**config.mk**
```make
export PLATFORM = sky130hd
export DESIGN_NAME = memory_arbiter
export DESIGN_NICKNAME = d
export VERILOG_FILES = /design/src/rtl/memory_arbiter_pkg.sv /design/src/rtl/memory_arbiter_rr_picker.sv /design/src/rtl/memory_arbiter.sv
export SDC_FILE = /design/constraint.sdc
export NUM_CORES = 1
export LEC_CHECK = 0
export ABC_AREA = 0
export BUFFER_PORTS_ARGS = -buffer_cell sky130_fd_sc_hd__buf_2
export CAP_MARGIN = 20
export CORE_AREA = 2 2 159 161
export CTS_BUF_LIST = sky130_fd_sc_hd__clkbuf_8
export DETAILED_ROUTE_END_ITERATION = 8
export DIE_AREA = 0 0 161 163
export PLACE_DENSITY_LB_ADDON = 0.25
export SYNTH_ARGS = -nofsm -noshare
export SYNTH_HDL_FRONTEND = slang
export SYNTH_SLANG_ARGS = --single-unit
```
**constraint.sdc**
```tcl
create_clock -name CLK -period 7.8 [get_ports CLK]
set_input_delay 1.56 -clock CLK [delete_from_list [all_inputs] [get_ports CLK]]
set_output_delay 1.56 -clock CLK [all_outputs]
set_load 0.01 [all_outputs]
```
**src/rtl/memory_arbiter_pkg.sv**
```systemverilog
// Shared definitions for the two-requester memory arbiter: FSM state encoding
// and the requester count.
package memory_arbiter_pkg;

    typedef enum logic [0:0] {
        IDLE   = 1'b0,
        ACCESS = 1'b1
    } state_e;

    localparam int NUM_REQUESTERS = 2;

endpackage

```
**src/rtl/memory_arbiter_rr_picker.sv**
```systemverilog
// Combinational round-robin choice between two requesters. A lone requester
// always wins; on contention the one that did not win last time is chosen.
module rr_picker
    import memory_arbiter_pkg::*;
(
    input  logic                      req0,
    input  logic                      req1,
    input  logic                      last,
    output logic [NUM_REQUESTERS-1:0] gnt
);

    // One-hot winner selection from the request pair and the Last pointer.
    always_comb begin
        gnt = 2'b00;
        case ({req1, req0})
            2'b01:   gnt = 2'b01;
            2'b10:   gnt = 2'b10;
            2'b11:   gnt = last ? 2'b01 : 2'b10;
            default: gnt = 2'b00;
        endcase
    end

endmodule

```
**src/rtl/memory_arbiter.sv**
```systemverilog
// Two-port round-robin arbiter in front of a single-port memory with
// combinational read data; one access per two cycles.
module memory_arbiter
    import memory_arbiter_pkg::*;
#(
    parameter int BITS              = 64,
    parameter int ADDRESS_BUS_WIDTH = 6
) (
    input  logic                         CLK,
    input  logic                         RST,
    input  logic                         Req0,
    input  logic                         Req1,
    input  logic                         ReqWE0,
    input  logic                         ReqWE1,
    input  logic [ADDRESS_BUS_WIDTH-1:0] ReqAddr0,
    input  logic [ADDRESS_BUS_WIDTH-1:0] ReqAddr1,
    input  logic [BITS-1:0]              ReqD0,
    input  logic [BITS-1:0]              ReqD1,
    output logic                         Gnt0,
    output logic                         Gnt1,
    output logic                         RespValid0,
    output logic                         RespValid1,
    output logic [BITS-1:0]              RespQ0,
    output logic [BITS-1:0]              RespQ1,
    output logic [BITS-1:0]              MemD,
    output logic [ADDRESS_BUS_WIDTH-1:0] MemAddress,
    output logic                         MemWE,
    input  logic [BITS-1:0]              MemQ
);

    state_e                         state_q, state_d;
    logic                           last_q, last_d;
    logic                           owner_q, owner_d;
    logic                           mem_we_q, mem_we_d;
    logic [ADDRESS_BUS_WIDTH-1:0]   addr_q, addr_d;
    logic [BITS-1:0]                data_q, data_d;
    logic [NUM_REQUESTERS-1:0]      resp_valid_q, resp_valid_d;
    logic [BITS-1:0]                resp_q0_q, resp_q0_d;
    logic [BITS-1:0]                resp_q1_q, resp_q1_d;
    logic [NUM_REQUESTERS-1:0]      pick_s;
    logic [NUM_REQUESTERS-1:0]      gnt_s;

    rr_picker u_rr_picker (
        .req0 (Req0),
        .req1 (Req1),
        .last (last_q),
        .gnt  (pick_s)
    );

    // Grants only exist in IDLE; RST masks them so nothing is accepted in reset.
    always_comb begin
        if ((state_q == IDLE) && !RST) begin
            gnt_s = pick_s;
        end else begin
            gnt_s = 2'b00;
        end
    end

    // Next-state logic: latch the winner's request on grant, complete it in ACCESS.
    always_comb begin
        state_d      = state_q;
        last_d       = last_q;
        owner_d      = owner_q;
        addr_d       = addr_q;
        data_d       = data_q;
        mem_we_d     = 1'b0;
        resp_valid_d = 2'b00;
        resp_q0_d    = resp_q0_q;
        resp_q1_d    = resp_q1_q;
        case (state_q)
            IDLE: begin
                if (gnt_s != 2'b00) begin
                    state_d  = ACCESS;
                    owner_d  = gnt_s[1];
                    last_d   = gnt_s[1];
                    mem_we_d = gnt_s[1] ? ReqWE1   : ReqWE0;
                    addr_d   = gnt_s[1] ? ReqAddr1 : ReqAddr0;
                    data_d   = gnt_s[1] ? ReqD1    : ReqD0;
                end else begin
                    state_d = IDLE;
                end
            end
            ACCESS: begin
                state_d      = IDLE;
                resp_valid_d = owner_q ? 2'b10 : 2'b01;
                // mem_we_q still reflects the latched direction during ACCESS.
                if (!mem_we_q && owner_q) begin
                    resp_q1_d = MemQ;
                end else if (!mem_we_q) begin
                    resp_q0_d = MemQ;
                end else begin
                    resp_q0_d = resp_q0_q;
                end
            end
            default: begin
                state_d = IDLE;
            end
        endcase
    end

    // State and output registers; reset favours requester 0 on first contention.
    always_ff @(posedge CLK or posedge RST) begin
        if (RST) begin
            state_q      <= IDLE;
            last_q       <= 1'b1;
            owner_q      <= 1'b0;
            mem_we_q     <= 1'b0;
            addr_q       <= '0;
            data_q       <= '0;
            resp_valid_q <= 2'b00;
            resp_q0_q    <= '0;
            resp_q1_q    <= '0;
        end else begin
            state_q      <= state_d;
            last_q       <= last_d;
            owner_q      <= owner_d;
            mem_we_q     <= mem_we_d;
            addr_q       <= addr_d;
            data_q       <= data_d;
            resp_valid_q <= resp_valid_d;
            resp_q0_q    <= resp_q0_d;
            resp_q1_q    <= resp_q1_d;
        end
    end

    assign Gnt0       = gnt_s[0];
    assign Gnt1       = gnt_s[1];
    assign RespValid0 = resp_valid_q[0];
    assign RespValid1 = resp_valid_q[1];
    assign RespQ0     = resp_q0_q;
    assign RespQ1     = resp_q1_q;
    assign MemD       = data_q;
    assign MemAddress = addr_q;
    assign MemWE      = mem_we_q;

endmodule

```
**Yosys cells after proc, flatten, opt, wreduce, memory -nomap -nowiden**

Cells that the tools add are included.

- Equal/unequal tests: 3
- Multiplexer cells: 12
- Bitwise operators: 3
- Reductions and logical operators: 8

Operators by type and width:

| cell | count |
|---|---|
| 64-bit 2-to-1 mux | 1 |
| 2-bit 2-to-1 mux | 4 |
| 6-bit 2-to-1 mux | 1 |
| 2-bit case mux with 3 select lines | 1 |
| 2-bit equality test (second input constant) | 2 |
| 1-bit 2-to-1 mux | 4 |
| 2-bit AND reduction | 2 |
| 1-bit NOT | 3 |
| 3-bit AND reduction | 1 |
| 2-bit by 1-bit equality test with 1-bit output (second input constant) | 1 |
| 1-bit logical AND | 2 |
| 1-bit logical NOT | 2 |
| 1-bit case mux with 2 select lines | 1 |
| 2-bit nonzero test | 1 |

- Register bits after elaboration: 204
- Bits of input ports: 210
- Output and inout port bits: 203
- Word-level logic and storage cells: 35

**Longest topological paths before layout**

Gate-level depths: netlist of the first run.

- Word-level depth: 6
- Gate-level depth with buffers: 5
- Mapped depth without buffers: 4

**Modules after synthesis**

A second synthesis of the first run with hierarchy kept.

- Cell total of the unflattened synthesis: 521
- Area, all modules: 8891.0 um^2

Modules (own cells, without submodules):

| module | times used | cells each | area an instance (um^2) | seq. area each (um^2) |
|---|---|---|---|---|
| memory_arbiter | 1 | 518 | 8872.3 | 5106.1 |
| rr_picker | 1 | 3 | 18.8 | 0.0 |

**Worst setup path before layout of the first run**

OpenSTA, ideal clock, no wires.

- Path type: input to output
- Start point: in Req0
- End point: out Gnt1
- Arrival time: 2.320 ns
- Data required time: 6.240 ns
- Slack: 3.920 ns
- Stages on the path: 4
- Buffers on the path: 1
- Cells stage by stage: buf_2 a211oi_4 nand2_2 inv_1

- Cells in the longest elaborated chain, start to end: 3
- Elaborated cells between the ends (all ways): 5
- Those cells by class: 3 x eq/ne; 2 x mux

RTL lines:

| item | RTL line | text |
|---|---|---|
| start, declared | memory_arbiter.sv:11 | `input logic Req0,` |
| 2-bit equality test / 2-bit by 1-bit equality test with 1-bit output (equally long branches) | memory_arbiter_rr_picker.sv:15 | `case ({req1, req0})` |
| 2-bit case mux with 3 select lines (*) | memory_arbiter_rr_picker.sv:15 |  |
| 2-bit 2-to-1 mux (*) | memory_arbiter.sv:52 | `if ((state_q == IDLE) && !RST) begin` |
| end, declared | memory_arbiter.sv:20 | `output logic Gnt1,` |

Every way passes the cells marked *; elsewhere a longest branch is shown, timed or not.

**Worst setup path in the final report of the first run**

Same ends and word-level chain as after synthesis.

==> metrics.md, run 1 <==
| Metric | Value |
|---|---|
| Initial DRC count | approximately 440 |
| Port Buffer Count | approximately 400 |
| I/O Pins | just over 400 |
| Cell Area, Synth | ~9000 µm² |
| Routed len/inst | between 15 and 20 µm |
| Number of synthesized flops with an enable pin | 0 |
| Initial Utilization | 0.370 |
| Most used DFF post-synth | dfrtp_1 |
| Cell taking the most area after synthesis | dfrtp_1 |
| Initial antenna violation count | 5 |
| Layout cell share with drive strength beyond 1 | 0.552 |
| Worst setup path class | in -> out |
| Worst slew pin tran | approximately 1.0 ns |
| Switching share of power | 0.330 |
| Max rail drop VDD | 0.203 mV |
| Util after Layout | 0.486 |
| RePlAce Congestion | 0.763 |
| Clock power share | 0.253 |
| Grt ovf | 0 |
| # H-tree levels | 2 |
| Synth cell count leaders | 203 x dfrtp_1, 73 x inv_1, 71 x o211ai_1, 70 x o2111ai_1, 70 x o21ai_0 |
| CP required | about 6.2 ns |
| Die area | 26200 µm² |
| Critical path startpoint category | primary input |
| Power density cells | ~330 nW/µm² |
| Power Internal | 2.62 mW |
| Syn nets | 908 |
| Nets | 1304 |
| Worst path arrival time | ~3.6 ns |
| Synthesized flop and latch total | around 200 |
| Worst Skew | around 0.018 ns |
| Area of the multi-input gates | about 3300 µm² |
| Vias post-DR | between 7000 and 8000 |
| FF/Latch Area | between 5000 and 6000 µm² |
| Clock-pin slew on the worst setup and hold paths | roughly 0.05 ns |
| Via-to-Cell Ratio | 5.06 |
| Antenna Nets Post-Route | 0 |
| First-pass GRT wire length | just over 40 mm |
| Post-synthesis sequential area ratio | 0.560 |
| Overall die width | about 160 µm |
| Psw | 1.29 mW |
| Vias in the first global route | ~7400 |
| Avg Cell Area, Syn | roughly 13 µm² |
| Distinct cells, synth | 27 |
| Buffer levels on the longest clock path | 3 |
| CTS Buf Count | 38 |
| Drt first pass iters | 4 |
| Worst-path fanout max | 73 |
| CTS tree | yes |
| Top post-synthesis cells by area | dfrtp_1 56%, mux2_4 9.9%, mux2_2 8.4% |
| Routed wire length | around 27 mm |
| Post-CTS Setup Inserts | 0 |
| TNS Setup | 0 ns |
| Mapped Cells | roughly 700 |
| Final Critical Period | ~5.2 ns |
| Synth top area share | 0.557 |
| Logic pwr share | 0.332 |
| Part of the power in registers | 0.415 |
| FP Rows | 58 |
| Most frequent cell after synthesis | dfrtp_1 |
| Largest net degree at the start of global routing | ~130 |
| RSZ-0062 raised after global routing | no |
| Die Y | roughly 160 µm |
| # fillers | roughly 2300 |
| Root Driver | clkbuf_8 |
| P_leak | around 5.9 nW |
| Pins over their slew limit | 0 |
| Core ar. | 24700 µm² |
| GRT Overall Usage | 0.197 |
| Asr flop ratio synth | 1.00 |
| Maxcap violations | 0 |
| Post-CTS Resized | 0 |
| Worst slew margin | 0.325 |
| Clock Sink Count | approximately 200 |
| Hold buffer count at cts | 0 |
| DRC | 0 |
| Tcrit/Tclk final | 0.666 |
| Final HPWL DP | around 18 mm |
| Endpoint type of the worst setup path | output port |
| Area growth from synthesis to layout | 31.4% |
| Final setup fails | 0 |
| Fmax | approximately 190 MHz |
| Clk_lat worst skew | between 0.5 and 0.6 ns |
| Status | finished clean |
| Hold Crit Class | reg -> reg |
| Hold violation total from the final report | 0 |
| Synth warn | 0 |
-- path summary, 6_finish.rpt --
check / startpoint / slack [ns] / depth (start not counted) / end
max: Req0 / 2.61 / 7 / Gnt1
min: RespQ0[4] / 0.50 / 1 / RespQ0[4]
max reg2reg: state_q / 4.94 / 3 / RespQ0[4]
min reg2reg: RespQ0[4] / 0.50 / 1 / RespQ0[4]
max in group asynchronous: RST / 4.95 / 3 / MemD[57]
min in group asynchronous: RST / 1.30 / 2 / MemD[15]
-- power groups by stage --
| stage | clock network [mW] | logic (mW) | registers (mW) |
|---|---|---|---|
| global route | 1.08 | 1.40 | 1.67 |
| floorplan | 0 | 0.563 | 1.81 |
| finish | 0.989 | 1.30 | 1.62 |
| global placement | 0 | 1.30 | 1.62 |
| detailed placement | 0 | 1.32 | 1.63 |
| CTS | 1.02 | 1.32 | 1.62 |
-- cell type report --
class                           count  share of cell area
Multi-Input combinational cell    354               0.275
Inverter                           74              0.0238
Timing Repair Buffer              422               0.178
Antenna cell                        4            0.000835
Sequential cell                   204               0.426
Clock inverter                     23             0.00950
Clock buffer                       45              0.0517
Tap cell                          330              0.0345
-- metal layers --
metal	GRT usage	wire, µm	part of all wire	vias to the layer above
li1	-	-	-	3379
met1	0.251	11100	0.41	3599
met2	0.322	13100	0.48	339
met3	0.0626	2390	0.088	42
met4	0.0625	461	0.017	2
met5	0	13	0.00048	-
-- state kept, by name, summed over array words and instances, names as in the netlist --
name	cells
RespQ1	64
MemD	64
MemAddress	6
MemWE	1
owner_q	1
RespQ0	64
resp_valid_q	2
state_q	1
last_q	1
-- cells in the final DEF, fill, tap and decap left out, types with 4 or more instances in the layout --
cell type,n
o2111ai_1,70
clkbuf_8,45
clkinv_2,11
mux2_2,68
diode_2,4
o21ai_0,70
buf_2,412
inv_1,81
dfrtp_1,203
mux2_4,60
o211ai_1,71
buf_4,10
-- critical path, stage by stage --
cell	delay, ns
buf_2	0.08
buf_4	0.64
a211oi_4	0.16
nand2_2	0.10
buf_4	0.64
inv_1	0.21
buf_2	0.20
-- logic make-up (layout without fill, tap and decap cells) --
| kind of cell | after synthesis | in the layout | synth area share |
|---|---|---|---|
| flops | 204 | 204 | 0.560 |
| simple gates | 10 | 10 | 0.00700 |
| compound gates | 216 | 216 | 0.170 |
| other cells | 0 | 4 | 0 |
| mux | 128 | 128 | 0.183 |
| buf+inv | 140 | 564 | 0.0807 |
-- metrics by stage --
step | setup slack [ns] | total power, mW | std cells | instance area [µm²] | hold slack [ns]
6_report | 2.61 | 3.91 | 1456 | 12000 | 0.499
5_1_grt | 2.53 | 4.14 | 1454 | 12000 | 0.510
4_1_cts | 2.64 | 3.96 | 1452 | 12000 | 0.500
3_5_place_dp | 2.64 | 2.95 | 1384 | 11200 | 0.486
3_3_place_gp | 2.65 | 2.92 | 1384 | 11200 | 0.483
2_1_floorplan | 0.674 | 2.37 | 698 | 9120 | 0.476
Power figures use the tool's default switching activity.
==> inputs of run 2 (changes only) <==
clock period = 5.3 ns   (was 7.8 ns; I/O delays follow)
==> run 2 against run 1 <==
Worst hold slack got worse by 0.0030 ns. Worst setup slack got worse by 0.34 ns. Core utilization fell by 0.13 points. Via count rose by 0.11%. Register-to-register slack got worse by 1.9 ns. Wire length barely moved. Cell count fell by 0.62%. Clock skew fell by 0.0056 ns. Critical path depth fell by 4. Sequential power rose by 48%. Total power rose by 45%. Critical endpoint is now Gnt0.
==> metrics.md, run 2 (synthesis results as in run 1) <==
| Metric | Value |
|---|---|
| Clock Sink Count | roughly 200 |
| Crit path max-delay family | flip-flops |
| Hold Crit Class | reg -> reg |
| Reg2reg end | MemD[55] |
| Fmax | between 300 and 400 MHz |
| GRT Overall Usage | 0.198 |
| # fillers | 2294 |
| Worst setup path class | reg -> out |
| Worst slew pin tran | roughly 1.2 ns |
| Buf/Inv on CP | 2 |
| Drt first pass iters | 5 |
| Initial Utilization | 0.370 |
| Buffer levels on the longest clock path | 3 |
| RSZ-0062 raised after global routing | no |
| Nets | about 1300 |
| Core ar. | about 25000 µm² |
| FP Rows | 58 |
| Area growth from synthesis to layout | 31.0% |
| Initial antenna violation count | 2 |
| Worst R2R Start | last_q |
| Commonest non-fill, non-tap cell in the layout | buf_2 |
| Worst Skew | 0.0121 ns |
| Power density cells | ~480 nW/µm² |
| Worst-path fanout max | 34 |
| Register-to-Register Path Depth | 4 |
| Tcrit/Tclk final | 0.572 |
| DRC | 0 |
| Wl on met1 | 11.4 mm |
| Pwr Total | between 5 and 6 mW |
| Final Critical Period | 3.03 ns |
| First-pass GRT wire length | ~42 mm |
| Hold violation total from the final report | 0 |
| I/O Pins | 413 |
| CP max stage delay | 0.99 ns |
| Largest net degree at the start of global routing | about 190 |
| Initial DRC count | approximately 440 |
| Met3 WL | around 2.3 mm |
| Final setup fails | 0 |
| Final HPWL DP | between 15 and 20 mm |
| Die Y | about 160 µm |
| P_leak | between 5 and 6 nW |
| Worst slew margin | 0.173 |
| Hold buffer count at cts | 0 |
| WL met2 | ~13 mm |
| Worst path arrival time | about 2 ns |
| Stages on the worst setup path | 3 |
| Vias post-DR | roughly 7400 |
| Maxcap violations | 0 |
| Highest Signal Layer | met5 |
| Max rail drop VDD | about 0.24 mV |
| Endpoint type of the worst setup path | output port |
| Most frequent cells in the layout | 412 x buf_2, 203 x dfrtp_1, 85 x inv_1 |
| Clock-pin slew on the worst setup and hold paths | about 0.050 ns |
| Critical path startpoint category | register |
| Post-CTS Setup Inserts | 0 |
| Die area | around 26000 µm² |
| CTS Buf Count | 37 |
| Antenna Nets Post-Route | 0 |
| R2r setup slk | 3.03 ns |
| CP Cell Sequence | o211ai_1 -> inv_1 -> buf_2 |
| CP required | ~4.2 ns |
| Root Driver | clkbuf_8 |
| Setup crit start | last_q |
| # H-tree levels | 2 |
| Port Buffer Count | between 400 and 500 |
| CTS tree | yes |
| TNS Setup | 0 ns |
| RePlAce Congestion | just under 0.8 |
| Layout cell share with drive strength beyond 1 | 0.546 |
| CP max-delay cell | dfstp_2 |
| Grt ovf | 0 |
| Via-to-Cell Ratio | between 5 and 6 |
| Overall die width | between 150 and 200 µm |
| Worst setup path end | Gnt0 |
| Clk_lat worst skew | 0.51 ns |
| Pins over their slew limit | 0 |
| Routed wire length | ~27 mm |
| Routed len/inst | between 15 and 20 µm |
| Vias in the first global route | roughly 7400 |
| Post-CTS Resized | 0 |
| Status | finished clean |
-- run 2: final cells by class --
| type | count | area (µm²) | area share |
|---|---|---|---|
| Antenna cell | 1 | 2.50 | 0.000209 |
| Clock buffer | 44 | 606 | 0.0507 |
| Clock inverter | 18 | 81.3 | 0.00681 |
| Inverter | 74 | 282 | 0.0236 |
| Multi-Input combinational cell | 354 | 3300 | 0.276 |
| Sequential cell | 204 | 5110 | 0.427 |
| Tap cell | 330 | 413 | 0.0346 |
| Timing Repair Buffer | 422 | 2160 | 0.181 |
-- run 2: worst min-delay path by stage --
| stage | slack, ns | to | from | cells past startpoint |
|---|---|---|---|---|
| after global routing | 0.51 | RespQ1[22] | RespQ1[22] | 1 |
| after floorplan | 0.48 | resp_valid_q[0] | owner_q | 1 |
| final | 0.50 | RespQ1[55] | RespQ1[55] | 1 |
| after CTS | 0.50 | RespQ1[35] | RespQ1[35] | 1 |
| after detailed placement | 0.49 | RespQ1[2] | RespQ1[2] | 1 |
| after global placement | 0.48 | RespQ1[14] | RespQ1[14] | 1 |
-- run 2: power by group --
| group | leakage [nW] | internal (mW) | switching (mW) |
|---|---|---|---|
| logic | 3.08 | 0.966 | 0.925 |
| registers | 2.44 | 2.11 | 0.294 |
| clock network | 0.394 | 0.749 | 0.637 |
| total | 5.91 | 3.83 | 1.86 |
-- run 2: through the flow --
step | cells | setup slack, ns | utilization | hold WS [ns] | cell area, µm²
after floorplan | 698 | 1.60 | - | 0.476 | 9130
after global placement | 1384 | 2.44 | 0.456 | 0.481 | 11300
after detailed placement | 1384 | 2.43 | 0.456 | 0.487 | 11300
after CTS | 1446 | 2.26 | 0.484 | 0.499 | 11900
after global routing | 1446 | 2.15 | 0.484 | 0.510 | 11900
final | 1447 | 2.27 | 0.484 | 0.496 | 12000
-- run 2: layer usage --
metal / global-route usage / vias up
li1: - / 3367
met1: 0.264 / 3574
met2: 0.314 / 368
met3: 0.0565 / 58
met4: 0.0641 / 2
met5: 0 / -
